===== src/rtl/nand_logic_unit.sv =====
// Bitwise NAND-family logic unit with a valid/ready handshake and a two-entry skid buffer.
// Tracks how many result beats have been accepted downstream, saturating at all-ones.
module nand_logic_unit #(
    parameter int unsigned WIDTH = 4,
    parameter int unsigned CNT_W = 16
) (
    input  logic             clk,
    input  logic             rst_n,
    input  logic             in_valid,
    output logic             in_ready,
    input  logic [WIDTH-1:0] a,
    input  logic [WIDTH-1:0] b,
    input  logic [2:0]       op,
    output logic             out_valid,
    input  logic             out_ready,
    output logic [WIDTH-1:0] y,
    output logic             y_zero,
    output logic             y_ones,
    output logic [CNT_W-1:0] xfer_cnt
);

    typedef enum logic [1:0] {
        EMPTY = 2'd0,
        ONE   = 2'd1,
        TWO   = 2'd2
    } state_t;

    state_t             state_q;
    state_t             state_d;
    logic [WIDTH-1:0]   main_q;
    logic [WIDTH-1:0]   main_d;
    logic [WIDTH-1:0]   skid_q;
    logic [WIDTH-1:0]   skid_d;
    logic [WIDTH-1:0]   res_c;
    logic               ready_q;
    logic               valid_q;
    logic               zero_q;
    logic               ones_q;
    logic [CNT_W-1:0]   cnt_q;
    logic               in_xfer_c;
    logic               out_xfer_c;

    assign in_xfer_c  = in_valid & ready_q;
    assign out_xfer_c = valid_q & out_ready;

    // Bitwise operation select.
    always_comb begin
        res_c = a;
        case (op)
            3'b000:  res_c = ~(a & b);
            3'b001:  res_c = a & b;
            3'b010:  res_c = a | b;
            3'b011:  res_c = ~(a | b);
            3'b100:  res_c = a ^ b;
            3'b101:  res_c = ~(a ^ b);
            3'b110:  res_c = ~a;
            3'b111:  res_c = a;
            default: res_c = a;
        endcase
    end

    // Buffer occupancy state register.
    always_ff @(posedge clk or negedge rst_n) begin
        if (!rst_n) begin
            state_q <= EMPTY;
        end else begin
            state_q <= state_d;
        end
    end

    // Next occupancy and the values loaded into main/skid.
    always_comb begin
        state_d = state_q;
        main_d  = main_q;
        skid_d  = skid_q;
        case (state_q)
            EMPTY: begin
                if (in_xfer_c) begin
                    main_d  = res_c;
                    state_d = ONE;
                end
            end
            ONE: begin
                if (in_xfer_c && out_xfer_c) begin
                    main_d = res_c;
                end else if (in_xfer_c) begin
                    skid_d  = res_c;
                    state_d = TWO;
                end else if (out_xfer_c) begin
                    state_d = EMPTY;
                end
            end
            TWO: begin
                // Skid is promoted on the same edge the main entry leaves.
                if (out_xfer_c) begin
                    main_d  = skid_q;
                    state_d = ONE;
                end
            end
            default: begin
                state_d = EMPTY;
            end
        endcase
    end

    // Result, flags and handshake registers; flags travel with the main entry.
    always_ff @(posedge clk or negedge rst_n) begin
        if (!rst_n) begin
            main_q  <= '0;
            skid_q  <= '0;
            zero_q  <= 1'b1;
            ones_q  <= 1'b0;
            valid_q <= 1'b0;
            ready_q <= 1'b0;
        end else begin
            main_q  <= main_d;
            skid_q  <= skid_d;
            zero_q  <= (main_d == '0);
            ones_q  <= (main_d == '1);
            valid_q <= (state_d != EMPTY);
            ready_q <= (state_d != TWO);
        end
    end

    // Saturating count of accepted output beats.
    always_ff @(posedge clk or negedge rst_n) begin
        if (!rst_n) begin
            cnt_q <= '0;
        end else if (out_xfer_c && (cnt_q != '1)) begin
            cnt_q <= cnt_q + CNT_W'(1);
        end
    end

    assign in_ready  = ready_q;
    assign out_valid = valid_q;
    assign y         = main_q;
    assign y_zero    = zero_q;
    assign y_ones    = ones_q;
    assign xfer_cnt  = cnt_q;

endmodule


===== config.mk =====
export PLATFORM = sky130hd
export DESIGN_NAME = nand_logic_unit
export DESIGN_NICKNAME = d
export VERILOG_FILES = /design/src/rtl/nand_logic_unit.sv
export SDC_FILE = /design/constraint.sdc
export NUM_CORES = 1
export LEC_CHECK = 0
export CAP_MARGIN = 40
export CORE_UTILIZATION = 45
export DETAILED_ROUTE_END_ITERATION = 7
export DONT_BUFFER_PORTS = 1
export PLACE_DENSITY = 0.56
export SLEW_MARGIN = 20
export SYNTH_ARGS = -nofsm -noshare
export SYNTH_HDL_FRONTEND = slang
export SYNTH_SLANG_ARGS = --single-unit

===== constraint.sdc =====
create_clock -name clk -period 2 [get_ports clk]
set_input_delay 0.3 -clock clk [delete_from_list [all_inputs] [get_ports clk]]
set_output_delay 0.3 -clock clk [all_outputs]
set_load 0.005 [all_outputs]

## After elaboration in Yosys (flattened, before gate mapping)

Index checks and enable logic that the tools add are counted.

| word-level totals | value |
|---|---|
| bits in registers | 30 |
| output and inout bits | 24 |
| word-level logic and storage cells | 49 |

| operators by class | value |
|---|---|
| add/sub/neg operators | 1 |
| eq/ne operators | 12 |
| muxes and demuxes | 11 |
| bitwise logic cells | 10 |
| reduce and logical (&&, ||, !) cells | 7 |

Operators with widths:

| kind | number |
|---|---|
| 4-bit one-hot mux with 8 select lines | 1 |
| 16-bit by 1-bit adder with 16-bit output, second input constant | 1 |
| 16-bit inequality test, second input constant | 1 |
| 4-bit NOT | 4 |
| 3-bit == test, second input constant | 4 |
| 4-bit 2-to-1 mux | 3 |
| 4-bit one-hot mux with 3 select lines | 1 |
| 2-bit 2-to-1 mux | 5 |
| 3-bit by 2-bit == test with 1-bit output, second input constant | 2 |
| 2-bit one-hot mux with 3 select lines | 1 |
| 4-bit bitwise AND | 1 |
| 4-bit == test, second input constant | 1 |
| 4-bit logical NOT | 1 |
| 4-bit bitwise OR | 1 |
| 4-bit bitwise XOR | 1 |
| 3-bit by 1-bit == test with 1-bit output, second input constant | 1 |
| 3-bit logical NOT | 1 |
| 3-bit AND reduction | 1 |
| 1-bit bitwise AND | 2 |
| 2-bit by 1-bit == test with 1-bit output, second input constant | 1 |
| 2-bit == test, second input constant | 1 |
| 1-bit logical AND | 2 |
| 2-bit logical NOT | 1 |
| 2-bit inequality test, second input constant | 1 |
| other kinds (2) | 2 |

## Longest topological paths before layout

| logic depth | value |
|---|---|
| depth after elaboration | 6 |
| gate-level depth with buffers | 7 |
| gate-level depth less buffers | 7 |

## Least setup slack after synthesis

OpenSTA, ideal clock, no wires.

| timing | value |
|---|---|
| kind | register to register |
| from | register cnt_q[0], in the netlist xfer_cnt[0] |
| to | register cnt_q[13], in the netlist xfer_cnt[13] |
| library setup time | 123 ps |
| arrival time | 1589 ps |
| required time | 1877 ps |
| slack | 287 ps |
| stages on the path, launching flop included | 7 |
| period minus slack after synthesis | 1713 ps |
| path through | dfrtp_1 ha_1 and3_1 nor3b_1 nor3_2 nand4_1 xnor2_1 |

| between the ends | value |
|---|---|
| longest elaborated chain between the ends | 2 |
| elaborated cells between the ends (all ways) | 3 |

Ends and longest elaborated chain:

| element | RTL line | source |
|---|---|---|
| from (decl) | 39 | `logic [CNT_W-1:0] cnt_q;` |
| from (signal assigned) | 130 | `cnt_q <= cnt_q + CNT_W'(1);` |
| branches (longest 2 deep; another with 16-bit by 1-bit adder with 16-bit output) | -- |  |

Parallel ways; which one is timed is not known.
A chain may end at the register's enable or synchronous reset.

## Final worst setup path

| timing | value |
|---|---|
| from | register cnt_q[1], in the netlist xfer_cnt[1] |
| to | register cnt_q[13], in the netlist xfer_cnt[13] |

The elaborated chain is that of the path after synthesis.

==> results.txt <==
* Tmin final: 1840 ps
- For this run, design rule violations remaining after detail routing come to 0.
* Row Count: 22
- Worst setup path endpoint: xfer_cnt[13]
* Power, Total: 2.38 mW
* Hold slack: 299 ps
- Synth Area per Inst: 10.3 µm²
- TritonCTS created 5 clock buffers.
- Counting cells, the worst reg-to-reg path comes to 6.
- Starting Density: 0.488
* Predominant post-synthesis flop cell: dfrtp_1
- Of all cell types, the one taking the most synthesized area is dfrtp_1.
* Htree depth: 2
- Main area contributors after synthesis: dfrtp_1 (39%), xnor2_1 (7.1%), ha_1 (6.1%)
- Nets: 210
- Library cell with the highest instance count after synthesis: dfrtp_1
- Max-slew headroom: 0.744
- The critical path is of the reg2reg type.
* YS warnings: 0
* Outcome: completed
* Initial antenna violation count: 0
* Register-to-Register Setup Slack: 160 ps
- Relative to the synthesized area, the layout overhead comes to 8.98%.
* Number of antenna cells inserted: 0
* Post-synthesis async set-or-reset flop share: 1.00
- STA classifies the critical path endpoint as a flip-flop.
* GR Layer Usage met3: 0.0500
- Max Slew Vio Count: 0
- The commonest cells after synthesis are dfrtp_1 (29), nand2_1 (18), xnor2_1 (15), inv_1 (13).
- Share of power burned in the clock network: 0.207
- Excluding fillers, the count of instances in the completed layout stands at 235.
* TritonCTS clock tree: built
- The number of buffers and inverters on the critical path is 0.
- The total area inside the core boundary comes to 3800 µm².
- Clk Tree Root Cell: clkbuf_8
* Final worst clock skew: 9.32 ps
- Once the clock tree was built, the resizer swapped 0 gates to a different size.
- Cell area after placement: 1900 µm²
- I/O pin count: 39
- Pint: 1.48 mW
- Critical path arrival: 2000 ps
* Top-area cell type share of the netlist area: 0.392
* Leakage power total: 0.887 nW
* Clock-pin transition on the worst setup and hold timing paths: 70 ps
- Among all stages on the critical path, the largest delay is contributed by dfrtp_1.
- Total grt overflow: 0
- Counting buffers and inverters, the worst setup path is 6 cells deep.
* Wire length of the first global-routing pass: 6340 µm
- From bottom edge to top edge, the die measures 66.2 µm.
- Launching instance or port of the critical path: xfer_cnt[1]
* Largest incremental delay on the critical path: 430 ps
- The tool flagged a number of max-cap violations equal to 0.
- In this run, placement finished with an instance count of 225.
- Synthesis produced 180 cells.
- Number of vias after detailed routing: 1,352
- Placement Setup Slack: 141 ps
- Summing every instance area after synthesis gives 1850 µm².
- The layout has 355 filler cells.
- Count of buffers inserted at the top-level ports: 0
- In this run the worst hold path is classified as in2reg.
* Met1 usage: 0.222
* Synthesis-stage register bit count: 30
- Dividing the detail-routed wire length by the instance count gives 16.0 µm.
- The number of hold violations in the final report is 0.
- For met2 alone, demand over resource in global routing was 0.344.
- Number of synthesized flops with an enable pin: 0
- PwrDens: 1180 nW/µm²
- Iteration-0 DRC Markers: 59
* Final design instance area without fill: 2020 µm²
- Crit-path max FO: 5
- The startpoint identified for the worst register-to-register timing path is xfer_cnt[1].
- The share of total power dissipated in sequential elements is 0.432.
- At the pin with the least slew margin, the transition time is 384 ps.
- Critical path's top delay family: simple AND/OR/NAND/NOR gates
- Via count of the first global-routing pass: 1,364
* Distinct cell type count of the synthesized netlist: 44
* Antenna-violating nets left: 0
- The share of the Yosys chip area taken by registers is 0.406.
- Highest clock frequency the design can meet: 545 MHz
- Final setup TNS: 0 ps
* Number of clock sinks: 30
- Post-CTS timing repair inserted 0 buffers for setup.
- STA classifies the critical path startpoint as a flip-flop.
- Core utilization of the finished layout: 0.532
- Proportion of power drawn by combinational gates: 0.361
- After detailed routing, the number of vias per cell comes to 5.75.
* Period utilisation layout: 0.918
- Worst path setup slack after routing: 164 ps
- At the end of routability-driven placement, the weighted congestion stood at 0.812.
- Data on the critical path is required at its endpoint by 2160 ps.
- After legalization and detailed placement, the total HPWL measured 2880 µm.
- Cell-by-cell listing of the critical path: ha_1 -> and3_1 -> nor3b_1 -> nor3_2 -> nand4_1 -> xnor2_1
- Die Width: 66.2 µm
- In the global route stage, overall resource usage came out at 0.193.
- Maximum number of pins on one net before global-route repair: 31
- Net switching power of the design: 0.896 mW
- Summing all multi-input logic gate instances after layout gives 1010 µm².
- RSZ-0062 raised after global routing: no
- Of the cells placed in the final design, the portion with a size suffix greater than 1 is 0.139.
- Storage cell area: 752 µm²
- For this design, the CTS-stage hold fixing added 2 buffers.
- Maximum vdd ir drop: 0.667 mV
- In this run the most used layer during global routing was met2.
- For the worst-skew pair, the clock arrives at the later sink with an insertion delay of 280 ps.
- Wire length reported by the detailed router: 3760 µm
- Switching Share: 0.377
- Total nets after synthesis: 204
- The clock passes through at most 2 buffers.
- The die covers 4380 µm².
- Setup violations remaining at the end of the flow were counted as 0.
- R2r endpoint: xfer_cnt[13]
* Initial DRT Pass Iterations: 4
-- cell usage in the layout (no fill, tap or decap), drive strengths merged --
master	instances
a221oi	4
and3b	1
and3	1
and2	3
mux2i	6
nand3	9
o221ai	1
inv	13
a41oi	1
xor2	6
nand4	8
a21o	2
nor3	1
nor4	1
o21ai	6
nand2	19
nor3b	4
nor4b	2
o21bai	1
clkbuf	7
nand3b	1
a21oi	4
clkinv	1
dfstp	1
and4	3
nor2	6
buf	4
mux2	3
dfrtp	29
dlygate4sd3	1
o22ai	3
nand2b	3
mux4	2
o21a	1
o211ai	2
xnor2	15
a2bb2oi	1
ha	9
o31ai	2
-- cell type report --
| cell class | count | share of cell area |
|---|---|---|
| multi-input combinational | 131 | 0.502 |
| sequential | 30 | 0.372 |
| clock buffer | 7 | 0.0428 |
| tap | 48 | 0.0297 |
| timing repair buffer | 5 | 0.0260 |
| inverter | 13 | 0.0242 |
| clock inverter | 1 | 0.00248 |
-- kinds of logic after synthesis --
group,after synthesis,share of synthesized area
AO/OA/AOI/OAI,28,0.119
XOR/XNOR,21,0.0993
adder cells (fa/ha/maj),9,0.0608
buffers and inverters,19,0.0466
flip-flops,30,0.406
multiplexers,11,0.0749
AND/OR/NAND/NOR,62,0.194
-- power by group through the flow --
stage / registers [mW] / clock network, mW / logic (mW)
2_1_floorplan: 0.965 / 0 / 0.705
3_3_place_gp: 1.03 / 0 / 0.821
3_5_place_dp: 1.04 / 0 / 0.846
4_1_cts: 1.03 / 0.503 / 0.869
5_1_grt: 1.06 / 0.529 / 0.971
6_report: 1.03 / 0.492 / 0.858
-- worst min path at each step --
stage	from	end	slack [ps]	cells past startpoint
after floorplan	rst_n	in_ready	4	0
final	op[0]	skid_q[1]	300	2
after global placement	rst_n	xfer_cnt[9]	5	0
after detailed placement	rst_n	xfer_cnt[9]	5	0
after global routing	op[0]	skid_q[1]	310	2
after CTS	out_ready	in_ready	310	2
-- registers in the layout, summed over array words and instances, names as in the netlist --
name / cells
xfer_cnt: 16
skid_q: 4
y: 4
state_q: 2
in_ready: 1
out_valid: 1
y_ones: 1
y_zero: 1
-- metal layers --
layer	vias to the layer above	wire length, µm
met5	-	0
met4	0	31
met3	4	135
met2	24	2010
met1	675	1590
li1	649	-
No activity file was read; power rests on OpenSTA's default activity.
